File: config.mk
export PLATFORM = sky130hd
export DESIGN_NAME = pea_core_fsm
export DESIGN_NICKNAME = d
export VERILOG_FILES = /design/src/rtl/pea_pkg.sv /design/src/rtl/pea_coeff_mem.sv /design/src/rtl/pea_core_fsm.sv
export SDC_FILE = /design/constraint.sdc
export NUM_CORES = 2
export LEC_CHECK = 0
export CAP_MARGIN = 5
export CORE_ASPECT_RATIO = 2
export CORE_MARGIN = 1.5
export CORE_UTILIZATION = 60
export DETAILED_ROUTE_END_ITERATION = 6
export PLACE_DENSITY = 0.77
export RECOVER_POWER = 100
export SLEW_MARGIN = 0
export SYNTH_ARGS = -nofsm -noshare
export SYNTH_HDL_FRONTEND = slang
export SYNTH_SLANG_ARGS = --single-unit
File: constraint.sdc
create_clock -name clk -period 10.6 [get_ports clk]
set_input_delay 1.06 -clock clk [delete_from_list [all_inputs] [get_ports clk]]
set_output_delay 1.06 -clock clk [all_outputs]
set_load 0.005 [all_outputs]
File: src/rtl/pea_pkg.sv
// Shared constants for the polynomial evaluation accelerator.
// Modes, opcodes, command fields and status bits.
package pea_pkg;

  localparam logic [1:0] SETUP_INSTR = 2'b00;
  localparam logic [1:0] INSTR       = 2'b01;

  localparam logic [7:0] OP_STP = 8'd0;
  localparam logic [7:0] OP_EVP = 8'd1;
  localparam logic [7:0] OP_EVB = 8'd2;
  localparam logic [7:0] OP_RST = 8'd3;

  localparam int MODE_LSB = 0;
  localparam int MODE_MSB = 7;
  localparam int ARG1_LSB = 8;
  localparam int ARG1_MSB = 10;
  localparam int ARG2_LSB = 11;
  localparam int ARG2_MSB = 15;

  localparam int ST_OVF   = 0;
  localparam int ST_UNDEF = 1;

  function automatic int pea_log2(input int n);
    int r;
    r = 0;
    for (int i = 0; i < 31; i++)
      if ((1 << i) < n) r = i + 1;
    return r;
  endfunction

endpackage

File: src/rtl/pea_coeff_mem.sv
// Coefficient register file for all polynomial slots.
// One sync write, one comb read, per-slot valid and degree.
module pea_coeff_mem
  import pea_pkg::*;
#(
  parameter int W  = 16,
  parameter int NP = 8,
  parameter int MC = 16,
  parameter int PW = 3,
  parameter int CW = 4
) (
  input  logic          clk,
  input  logic          rst,
  input  logic [PW-1:0] poly,
  input  logic          we,
  input  logic [CW-1:0] widx,
  input  logic [W-1:0]  wdata,
  input  logic          set_en,
  input  logic          set_valid,
  input  logic [CW-1:0] set_deg,
  input  logic [CW-1:0] ridx,
  output logic [W-1:0]  rdata,
  output logic          valid,
  output logic [CW-1:0] deg
);

  logic [W-1:0]  mem [NP][MC];
  logic [NP-1:0] vld;
  logic [CW-1:0] dg [NP];

  // Coefficient storage is deliberately left uncleared by reset.
  always_ff @(posedge clk) begin
    if (we) mem[poly][widx] <= wdata;
  end

  always_ff @(posedge clk or posedge rst) begin
    if (rst) begin
      vld <= '0;
      dg  <= '{default: '0};
    end else if (set_en) begin
      vld[poly] <= set_valid;
      dg[poly]  <= set_deg;
    end
  end

  assign rdata = mem[poly][ridx];
  assign valid = vld[poly];
  assign deg   = dg[poly];

endmodule

File: src/rtl/pea_core_fsm.sv
// PEA firing engine: fetch/decode, coefficient store,
// Horner evaluation and result/status emission.
module pea_core_fsm
  import pea_pkg::*;
#(
  parameter int word_size   = 16,
  parameter int buffer_size = 1024,
  parameter int NUM_POLY    = 8,
  parameter int MAX_COEFF   = 16
) (
  input  logic                 clk,
  input  logic                 rst,
  input  logic                 invoke,
  output logic                 FC,
  output logic [1:0]           next_mode_out,
  output logic [7:0]           mode_out,
  output logic [4:0]           arg2_out,
  output logic                 cmd_rd_en,
  input  logic [word_size-1:0] cmd_data,
  output logic                 data_rd_en,
  input  logic [word_size-1:0] data_in,
  output logic                 result_wr_en,
  output logic [word_size-1:0] result_out,
  output logic                 status_wr_en,
  output logic [word_size-1:0] status_out
);

  localparam int W  = word_size;
  localparam int PW = pea_log2(NUM_POLY);
  localparam int CW = pea_log2(MAX_COEFF);

  typedef enum logic [3:0] {
    IDLE, FETCH, DECODE, STP_RD, X_RD,
    X_LOAD, HORNER, OUT_WR, DONE
  } state_t;

  state_t        state;
  logic [PW-1:0] arg1_q;
  logic          rd_q;
  logic [5:0]    cnt;
  logic [5:0]    wcnt;
  logic [CW-1:0] idx;
  logic [W-1:0]  x_q;
  logic [W-1:0]  acc;
  logic          ovf;

  logic          mem_we;
  logic          set_en;
  logic          set_valid;
  logic [CW-1:0] set_deg;
  logic [CW-1:0] ridx;
  logic [W-1:0]  c_rd;
  logic          p_valid;
  logic [CW-1:0] p_deg;
  logic          is_stp;
  logic          is_evp;
  logic          is_evb;
  logic          is_rst;
  logic          op_go;
  logic [2*W-1:0] acc_x;
  logic [2*W-1:0] x_x;
  logic [2*W-1:0] prod;
  logic [2*W:0]   sum;
  logic           ovf_n;

  pea_coeff_mem #(
    .W(W), .NP(NUM_POLY), .MC(MAX_COEFF),
    .PW(PW), .CW(CW)
  ) u_mem (
    .clk(clk),
    .rst(rst),
    .poly(arg1_q),
    .we(mem_we),
    .widx(wcnt[CW-1:0]),
    .wdata(data_in),
    .set_en(set_en),
    .set_valid(set_valid),
    .set_deg(set_deg),
    .ridx(ridx),
    .rdata(c_rd),
    .valid(p_valid),
    .deg(p_deg)
  );

  always_comb begin
    is_stp = mode_out == OP_STP;
    is_evp = mode_out == OP_EVP;
    is_evb = mode_out == OP_EVB;
    is_rst = mode_out == OP_RST;
    op_go  = (state == IDLE) && invoke
             && (next_mode_out == INSTR);
    mem_we = (state == STP_RD) && rd_q
             && (wcnt < 6'(MAX_COEFF));
    set_en    = op_go && (is_stp || is_rst);
    set_valid = is_stp && (arg2_out != '0);
    set_deg   = (arg2_out >= 5'(MAX_COEFF))
              ? CW'(MAX_COEFF - 1)
              : CW'(arg2_out - 5'd1);
    ridx  = (state == X_LOAD) ? p_deg : idx;
    // Full-precision signed step; overflow if either
    // the product or the sum leaves the word range.
    acc_x = {{W{acc[W-1]}}, acc};
    x_x   = {{W{x_q[W-1]}}, x_q};
    prod  = acc_x * x_x;
    sum   = {prod[2*W-1], prod}
          + {{(W+1){c_rd[W-1]}}, c_rd};
    ovf_n = ovf
          | (prod[2*W-1:W-1] != {(W+1){prod[W-1]}})
          | (sum[2*W:W-1] != {(W+2){sum[W-1]}});
  end

  always_ff @(posedge clk or posedge rst) begin
    if (rst) begin
      state         <= IDLE;
      FC            <= 1'b0;
      next_mode_out <= SETUP_INSTR;
      mode_out      <= '0;
      arg2_out      <= '0;
      cmd_rd_en     <= 1'b0;
      data_rd_en    <= 1'b0;
      result_wr_en  <= 1'b0;
      result_out    <= '0;
      status_wr_en  <= 1'b0;
      status_out    <= '0;
      arg1_q        <= '0;
      rd_q          <= 1'b0;
      cnt           <= '0;
      wcnt          <= '0;
      idx           <= '0;
      x_q           <= '0;
      acc           <= '0;
      ovf           <= 1'b0;
    end else begin
      FC           <= 1'b0;
      cmd_rd_en    <= 1'b0;
      data_rd_en   <= 1'b0;
      result_wr_en <= 1'b0;
      status_wr_en <= 1'b0;
      rd_q         <= data_rd_en;
      unique case (state)
        IDLE: begin
          if (invoke && next_mode_out == SETUP_INSTR) begin
            cmd_rd_en <= 1'b1;
            state     <= FETCH;
          end else if (op_go) begin
            unique case (1'b1)
              (is_stp && arg2_out != '0): begin
                data_rd_en <= 1'b1;
                cnt        <= 6'd1;
                wcnt       <= '0;
                state      <= STP_RD;
              end
              (is_evp || (is_evb && arg2_out != '0)): begin
                data_rd_en <= 1'b1;
                cnt        <= is_evb ? 6'(arg2_out) : 6'd1;
                state      <= X_RD;
              end
              default: begin
                FC            <= 1'b1;
                next_mode_out <= SETUP_INSTR;
                state         <= DONE;
              end
            endcase
          end
        end
        FETCH: state <= DECODE;
        DECODE: begin
          mode_out <= cmd_data[MODE_MSB:MODE_LSB];
          arg1_q   <= cmd_data[ARG1_MSB:ARG1_LSB];
          arg2_out <= cmd_data[ARG2_MSB:ARG2_LSB];
          next_mode_out <= (cmd_data[MODE_MSB:MODE_LSB] <= OP_RST)
                         ? INSTR : SETUP_INSTR;
          FC    <= 1'b1;
          state <= DONE;
        end
        STP_RD: begin
          if (cnt < 6'(arg2_out)) begin
            data_rd_en <= 1'b1;
            cnt        <= cnt + 6'd1;
          end
          if (rd_q) begin
            wcnt <= wcnt + 6'd1;
            if (wcnt == 6'(arg2_out) - 6'd1) begin
              FC            <= 1'b1;
              next_mode_out <= SETUP_INSTR;
              state         <= DONE;
            end
          end
        end
        X_RD: state <= X_LOAD;
        X_LOAD: begin
          x_q <= data_in;
          ovf <= 1'b0;
          if (!p_valid) begin
            result_out   <= '0;
            status_out   <= W'(1) << ST_UNDEF;
            result_wr_en <= 1'b1;
            status_wr_en <= 1'b1;
            state        <= OUT_WR;
          end else if (p_deg == '0) begin
            result_out   <= c_rd;
            status_out   <= '0;
            result_wr_en <= 1'b1;
            status_wr_en <= 1'b1;
            state        <= OUT_WR;
          end else begin
            acc   <= c_rd;
            idx   <= p_deg - CW'(1);
            state <= HORNER;
          end
        end
        HORNER: begin
          acc <= sum[W-1:0];
          ovf <= ovf_n;
          if (idx == '0) begin
            result_out   <= sum[W-1:0];
            status_out   <= W'(ovf_n) << ST_OVF;
            result_wr_en <= 1'b1;
            status_wr_en <= 1'b1;
            state        <= OUT_WR;
          end else begin
            idx <= idx - CW'(1);
          end
        end
        OUT_WR: begin
          if (cnt > 6'd1) begin
            cnt        <= cnt - 6'd1;
            data_rd_en <= 1'b1;
            state      <= X_RD;
          end else begin
            FC            <= 1'b1;
            next_mode_out <= SETUP_INSTR;
            state         <= DONE;
          end
        end
        DONE: state <= IDLE;
        default: state <= IDLE;
      endcase
    end
  end

endmodule

# == Yosys cells after proc, flatten, opt, wreduce, memory -nomap -nowiden ==
# Memory sizes are Yosys's and may differ from the RTL's.
# Index checks and enable logic that the tools add are counted.
# totals
output_inout_bits,52
elab_cells,200
ramBits,2048
n_memories,1
ff_bits,148
input_bits,35
# op_classes
mul,1
n_eq_ne,30
bitwise,5
add_sub_neg,8
n_mux,85
n_reduce_logical,31
order_cmp,12
# mem_list
name,words,width,rd,rd_ports_with_merged_regs,wr,line_no,source
u_mem.mem,8,256,1,0,1,pea_coeff_mem.sv:27,logic [W-1:0] mem [NP][MC];
# op_table
op,count
$mux W256,1
$mux W16,11
$pmux W16 S2,3
$bmux W16 S4,1
$demux W16 S4,1
$mux W4,14
$mux W6,8
$add A32 B16 Y33,1
$bwmux W32,1
$mul A16 B16 Y32,1
$pmux W4 S8,1
$pmux W6 S2,2
$mux W1,22
$ne A2 B2 Y1 const B,10
$pmux W6 S3,1
$ne A17 B17 Y1,1
$eq A4 B3 Y1 const B,4
$eq A8 B2 Y1 const B,2
$ne A16 B16 Y1,1
$pmux W4 S2,2
$ge A5 B5 Y1 const B,3
$add A6 B1 Y6 const B,2
$bmux W4 S3,1
$demux W4 S3,1
other kinds (47),77

# == Logic depth before layout (Yosys ltp) ==
# logic_depth
word_depth,14
mapped_depth,33

# == By module ==
# From an unflattened synthesis, not the netlist that was laid out.
# hier_totals
cells_unflattened,6504
area_unflattened_um2,98191.7
# by_module_without_submodules
mod,cells_each,area_per_inst_um2,instances
pea_coeff_mem,4554,81366.8,1
pea_core_fsm,1950,16824.9,1

# == Worst setup path after synthesis ==
# No wires, ideal clock.
# synth_timing
kind,register -> register
from,register acc[15]
to,register ovf
period_less_slack_ns,8.112
stages_incl_launch_ff,31
arrival_ns,7.972
n_path_buf,3
required_time_ns,10.460
slack_ns,2.488
path_cell_list,dfrtp_1 -> clkbuf_1 -> nand2_1 -> fa_1 -> inv_1 -> fa_1 -> inv_1 -> fa_1 -> fa_1 -> fa_1 -> fa_1 -> inv_1 -> ha_1 -> clkbuf_1 -> nand2_1 -> nor4_1 -> nand3_1 -> o21ai_1 -> xnor2_1 -> inv_1 -> ha_1 -> clkbuf_1 -> a21oi_1 -> xnor2_1 -> nor2_1 -> and3_1 -> o311a_1 -> a2111oi_0 -> o211ai_1 -> a2111oi_4 -> a31oi_1
# synth_via
elab_chain_cells,5
word_cells_on_any_way,7
cone_classes,add/sub: 1; mul: 1; eq/ne: 2; mux: 1; bitwise: 2
# synth_rtl
item,line_no,source
start: declaration,pea_core_fsm.sv:44,logic [W-1:0] acc;
start signal: assignment,pea_core_fsm.sv:207,acc <= c_rd;
start signal: assignment,pea_core_fsm.sv:213,acc <= sum[W-1:0];
$mul A16 B16 Y32 *,pea_core_fsm.sv:104,prod = acc_x * x_x;
$add A32 B16 Y33 / $ne A16 B16 Y1 (equally long branches),"pea_core_fsm.sv:106, pea_core_fsm.sv:108",
$ne A17 B17 Y1 / $or A1 B1 Y1 (equally long branches),"pea_core_fsm.sv:109, pea_core_fsm.sv:108",
$or A1 B1 Y1 *,pea_core_fsm.sv:109,| (sum[2*W:W-1] != {(W+2){sum[W-1]}});
$pmux W1 S2 *,pea_core_fsm.sv:140,unique case (state)
end signal: assignment,pea_core_fsm.sv:214,ovf <= ovf_n;
end: declaration,pea_core_fsm.sv:45,logic ovf;
# Mark *: on every way between the ends. The rest lies on a longest branch, timed or not.
# A chain may end at the register's enable or synchronous reset.

# == Final worst setup path ==
# layout_timing
from,register arg1_q[2]
to,register status_out[0]
# layout_via
elab_chain_cells,14
word_cells_on_any_way,21
cone_classes,add/sub: 1; eq/ne: 2; mux: 12; bitwise: 3; reduce/logical: 2; memory: 1
# layout_rtl
item,line_no,source
start: declaration,pea_core_fsm.sv:38,logic [PW-1:0] arg1_q;
start signal: assignment,pea_core_fsm.sv:169,arg1_q <= cmd_data[ARG1_MSB:ARG1_LSB];
$not A3 Y4 (not written as such),pea_coeff_mem.sv:48,assign deg = dg[poly];
$bmux W4 S3,pea_coeff_mem.sv:48,
$mux W4 (not written as such) (2 in series),pea_coeff_mem.sv:48,
$mux W4,pea_core_fsm.sv:99,ridx = (state == X_LOAD) ? p_deg : idx;
$not A4 Y5 (not written as such),pea_coeff_mem.sv:46,assign rdata = mem[poly][ridx];
$bmux W16 S4,pea_coeff_mem.sv:46,
$mux W16 (not written as such) (2 in series),pea_coeff_mem.sv:46,
$add A32 B16 Y33,pea_core_fsm.sv:106,"+ {{(W+1){c_rd[W-1]}}, c_rd};"
$ne A17 B17 Y1,pea_core_fsm.sv:109,
$or A1 B1 Y1,pea_core_fsm.sv:109,
$mux W16,pea_core_fsm.sv:215,if (idx == '0) begin
$pmux W16 S2,pea_core_fsm.sv:140,
end signal: assignment,pea_core_fsm.sv:196,status_out <= W'(1) << ST_UNDEF;
end signal: assignment,pea_core_fsm.sv:217,status_out <= W'(ovf_n) << ST_OVF;
end: declaration,pea_core_fsm.sv:25,output logic [word_size-1:0] status_out
# Several ways; a longest one is shown, not always the timed one. The select of a mux whose other input is x is not followed.

==> reports/results.md <==
| Parameter | Value |
|:---|:---|
| Status | finished with violations |
| Failing checks | design-rule violations, max-capacitance violations, max-slew violations |
| Vias in the first global route | 62000 |
| Total DRC errors in the routed layout | 1 |
| Detailed Route Iter0 Violations | 8181 |
| CP Launch Type | flop |
| Cell area after synthesis | 0.0955 mm² |
| Maximum frequency from static timing analysis | 99.9 MHz |
| Finish-stage setup viols | 0 |
| Global routing usage summed across all routing layers | 37.2% |
| I/O pin count | 87 |
| Main flop type after synthesis | sky130_fd_sc_hd__edfxtp_1 |
| Clock latency of the later-clocked register in the worst-skew pair | 840 ps |
| Max-slew violation count | 2484 |
| Most area-consuming cells after synthesis | sky130_fd_sc_hd__edfxtp_1 64%, sky130_fd_sc_hd__fa_1 5.5%, sky130_fd_sc_hd__a22oi_1 3.6%, sky130_fd_sc_hd__dfrtp_1 3.5%, sky130_fd_sc_hd__a221oi_1 1.7% |
| First-pass iteration count of the detailed router | 7 |
| Filler instances | 10700 |
| Nets@finish | 6892 |
| Total Negative Setup Slacks | 0 ps |
| Yosys top cell area share | 64.4% |
| EDFF count, synth | 2048 |
| Gpl congestion | 0.963 |
| Wire length per cell after detailed routing | 34.7 µm |
| Number of vias in the routed layout | 62100 |
| Synth async-reset ratio | 6.10% |
| Final critical path time including I/O delays and setup | 10010 ps |
| Y dimension of the die | 567 µm |
| Fraction of final layout cells with drive strength greater than 1 | 8.51% |
| HP Class | flop to flop |
| Footprint of the multi-input gates | 0.0280 mm² |
| Buffers from clock root to sink, at most | 4 |
| Antenna violations before repair | 11 |
| Hold buffer count at CTS | 0 |
| Core Box Area | 0.158 mm² |
| Per-instance average area after synthesis | 15.0 µm² |
| Maximum fanout encountered on the critical timing path | 45 |
| Wire length after detailed routing | 301000 µm |
| Sequential fraction of the synthesis area | 67.9% |
| Root Driver | sky130_fd_sc_hd__clkbuf_16 |
| Inserted Clock Buffers | 176 |
| Initial cell density of the core | 60.6% |
| Number of failing hold endpoints at the final stage | 0 |
| Wire length of the first global-routing pass | 429000 µm |
| Die outline area | 0.162 mm² |
| Number of distinct standard cells referenced by the synthesized netlist | 90 |
| Sink Count | 2181 |
| Clock tree from TritonCTS | built |
| Die W | 285 µm |
| Most frequent cells after synthesis | 2048 x sky130_fd_sc_hd__edfxtp_1, 458 x sky130_fd_sc_hd__a22oi_1, 341 x sky130_fd_sc_hd__nor2_1 |
| Type of the worst setup path | flop to flop |
| Register bit count reported by yosys | 2181 |
| Worst endpoint required time | 11270 ps |
| Period Utilization, post-route | 94.4% |
| Synth-to-layout area growth | 9.43% |
| Num rows | 206 |
| H-Tree Level Count | 4 |
| IO Port Bufs | 71 |
| Final clock skew | 64.6 ps |
| Setup repair bufs after CTS | 0 |
| Worst Tran Pin Value | 4620 ps |
| Global route total overflow | 0 |
| FF+latch area | 0.0648 mm² |
| Rel. slew slack | -208% |
| Number of instances in the synthesized netlist | 6355 |
| Clock slew seen by the registers of the worst setup and hold paths | 70 ps |
| Routed Antenna Nets | 0 |
| Unrepaired setup endpoints after global routing | false |
| Max cap viols | 48 |
| Most area-hungry cell type in the Yosys netlist | sky130_fd_sc_hd__edfxtp_1 |
| Maximum number of pins on one net before global-route repair | 94 |
| Post-DR vias/cell | 7.15 |
| Number of gates resized after cts | 0 |
| Detailed placement HPWL | 188000 µm |
| Yosys Warn Count | 0 |
| Data arrival at the endpoint of the critical path | 10680 ps |
| Critical Path End Type | flop |
| Most frequently used cell type in the post-synthesis netlist | sky130_fd_sc_hd__edfxtp_1 |
[routing by layer]
metal / track usage [%] / part of all wire, % / vias up
met2: 61.0 / 48 / 4976
met5: 0 / 0.024 / -
met3: 7.60 / 11 / 1376
met1: 40.9 / 30 / 30800
li1: - / - / 24900
met4: 32.8 / 11 / 10
[through the flow]
| stage | area, µm² | std cells | setup WS, ps | hold WS, ps | util [%] |
|---|---|---|---|---|---|
| 6_report | 105000 | 8686 | 591 | 389 | 66.3 |
| 3_5_place_dp | 99500 | 8368 | 1250 | 379 | 63.1 |
| 3_3_place_gp | 99500 | 8367 | 1290 | 385 | 63.1 |
| 5_1_grt | 105000 | 8682 | 533 | 403 | 66.3 |
| 4_1_cts | 105000 | 8680 | 1160 | 390 | 66.7 |
| 2_1_floorplan | 95600 | 6369 | 2490 | 376 | - |
[registers in the layout (all words and copies together) (netlist names), 5 cells and up]
register,flops
acc,16
result_out,16
u_mem.dg,32
u_mem.mem,2048
wcnt,6
u_mem.vld,8
x_q,16
cnt,6
arg2_out,5
mode_out,8
[path summary, 6_finish.rpt]
check,from,endpoint,slack [ps],cells after the start
setup / recovery,arg1_q[2],status_out[0],590,21
hold / removal,data_rd_en,rd_q,390,0
setup reg to reg,arg1_q[2],status_out[0],590,21
hold reg to reg,data_rd_en,rd_q,390,0
max in group asynchronous,rst,arg1_q[0],4150,3
min in group asynchronous,rst,u_mem.dg[20],1490,2
[layout make-up]
| type | count | share of cell area (%) |
|---|---|---|
| antenna | 5 | 0.0120 |
| clock buffer | 215 | 4.45 |
| clock inverter | 97 | 0.974 |
| inverter | 309 | 1.11 |
| multi-input combinational | 3464 | 26.8 |
| sequential | 2181 | 62.0 |
| tap | 2080 | 2.49 |
| timing repair buffer | 335 | 2.16 |
[layout by cell type, fill, tap and decap left out, types with 120 or more instances in the layout]
master	synthesis	final
sky130_fd_sc_hd__a21oi_1	202	200
sky130_fd_sc_hd__a221oi_1	190	190
sky130_fd_sc_hd__a22o_1	120	120
sky130_fd_sc_hd__a22oi_1	458	458
sky130_fd_sc_hd__and2_1	138	134
sky130_fd_sc_hd__clkbuf_1	239	207
sky130_fd_sc_hd__clkbuf_16	0	179
sky130_fd_sc_hd__dfrtp_1	133	131
sky130_fd_sc_hd__edfxtp_1	2048	2048
sky130_fd_sc_hd__fa_1	263	263
sky130_fd_sc_hd__ha_1	127	127
sky130_fd_sc_hd__inv_1	305	304
sky130_fd_sc_hd__mux2_2	132	132
sky130_fd_sc_hd__nand2_1	340	340
sky130_fd_sc_hd__nand4_1	141	141
sky130_fd_sc_hd__nor2_1	341	338
sky130_fd_sc_hd__o21ai_0	120	132
[worst max-delay path: stages (launching register included)]
cell,delay [ps]
sky130_fd_sc_hd__dfrtp_1,1280
sky130_fd_sc_hd__buf_4,780
sky130_fd_sc_hd__and3b_4,840
sky130_fd_sc_hd__buf_4,630
sky130_fd_sc_hd__a22oi_1,220
sky130_fd_sc_hd__nand4_1,210
sky130_fd_sc_hd__nor2_1,120
sky130_fd_sc_hd__a311oi_1,960
sky130_fd_sc_hd__a31o_2,280
sky130_fd_sc_hd__mux2i_1,240
sky130_fd_sc_hd__mux2i_1,590
sky130_fd_sc_hd__ha_1,350
sky130_fd_sc_hd__a211oi_1,90
sky130_fd_sc_hd__o21ai_2,450
sky130_fd_sc_hd__o221ai_1,420
sky130_fd_sc_hd__a2111oi_0,760
sky130_fd_sc_hd__nor2b_1,230
sky130_fd_sc_hd__xnor2_1,330
sky130_fd_sc_hd__mux2_2,210
sky130_fd_sc_hd__o211ai_1,130
sky130_fd_sc_hd__a2111oi_4,410
sky130_fd_sc_hd__a31oi_1,140
[cells by family (layout without fill, tap and decap cells)]
kind of cell             count (synthesis)  after routing  share of synthesized area (%)
AND/OR/NAND/NOR                       1189           1189                           5.96
multiplexers                           281            281                           3.49
XOR/XNOR                                68             68                          0.624
buffers and inverters                  724            956                           3.06
flip-flops                            2181           2181                           67.9
AO/OA/AOI/OAI                         1521           1521                           11.8
adder cells (fa/ha/maj)                390            390                           7.18
other                                    1             20                        0.00393
Power is not shown: default switching activity piles up to over one toggle a cycle in this logic, so the estimate is an artifact.
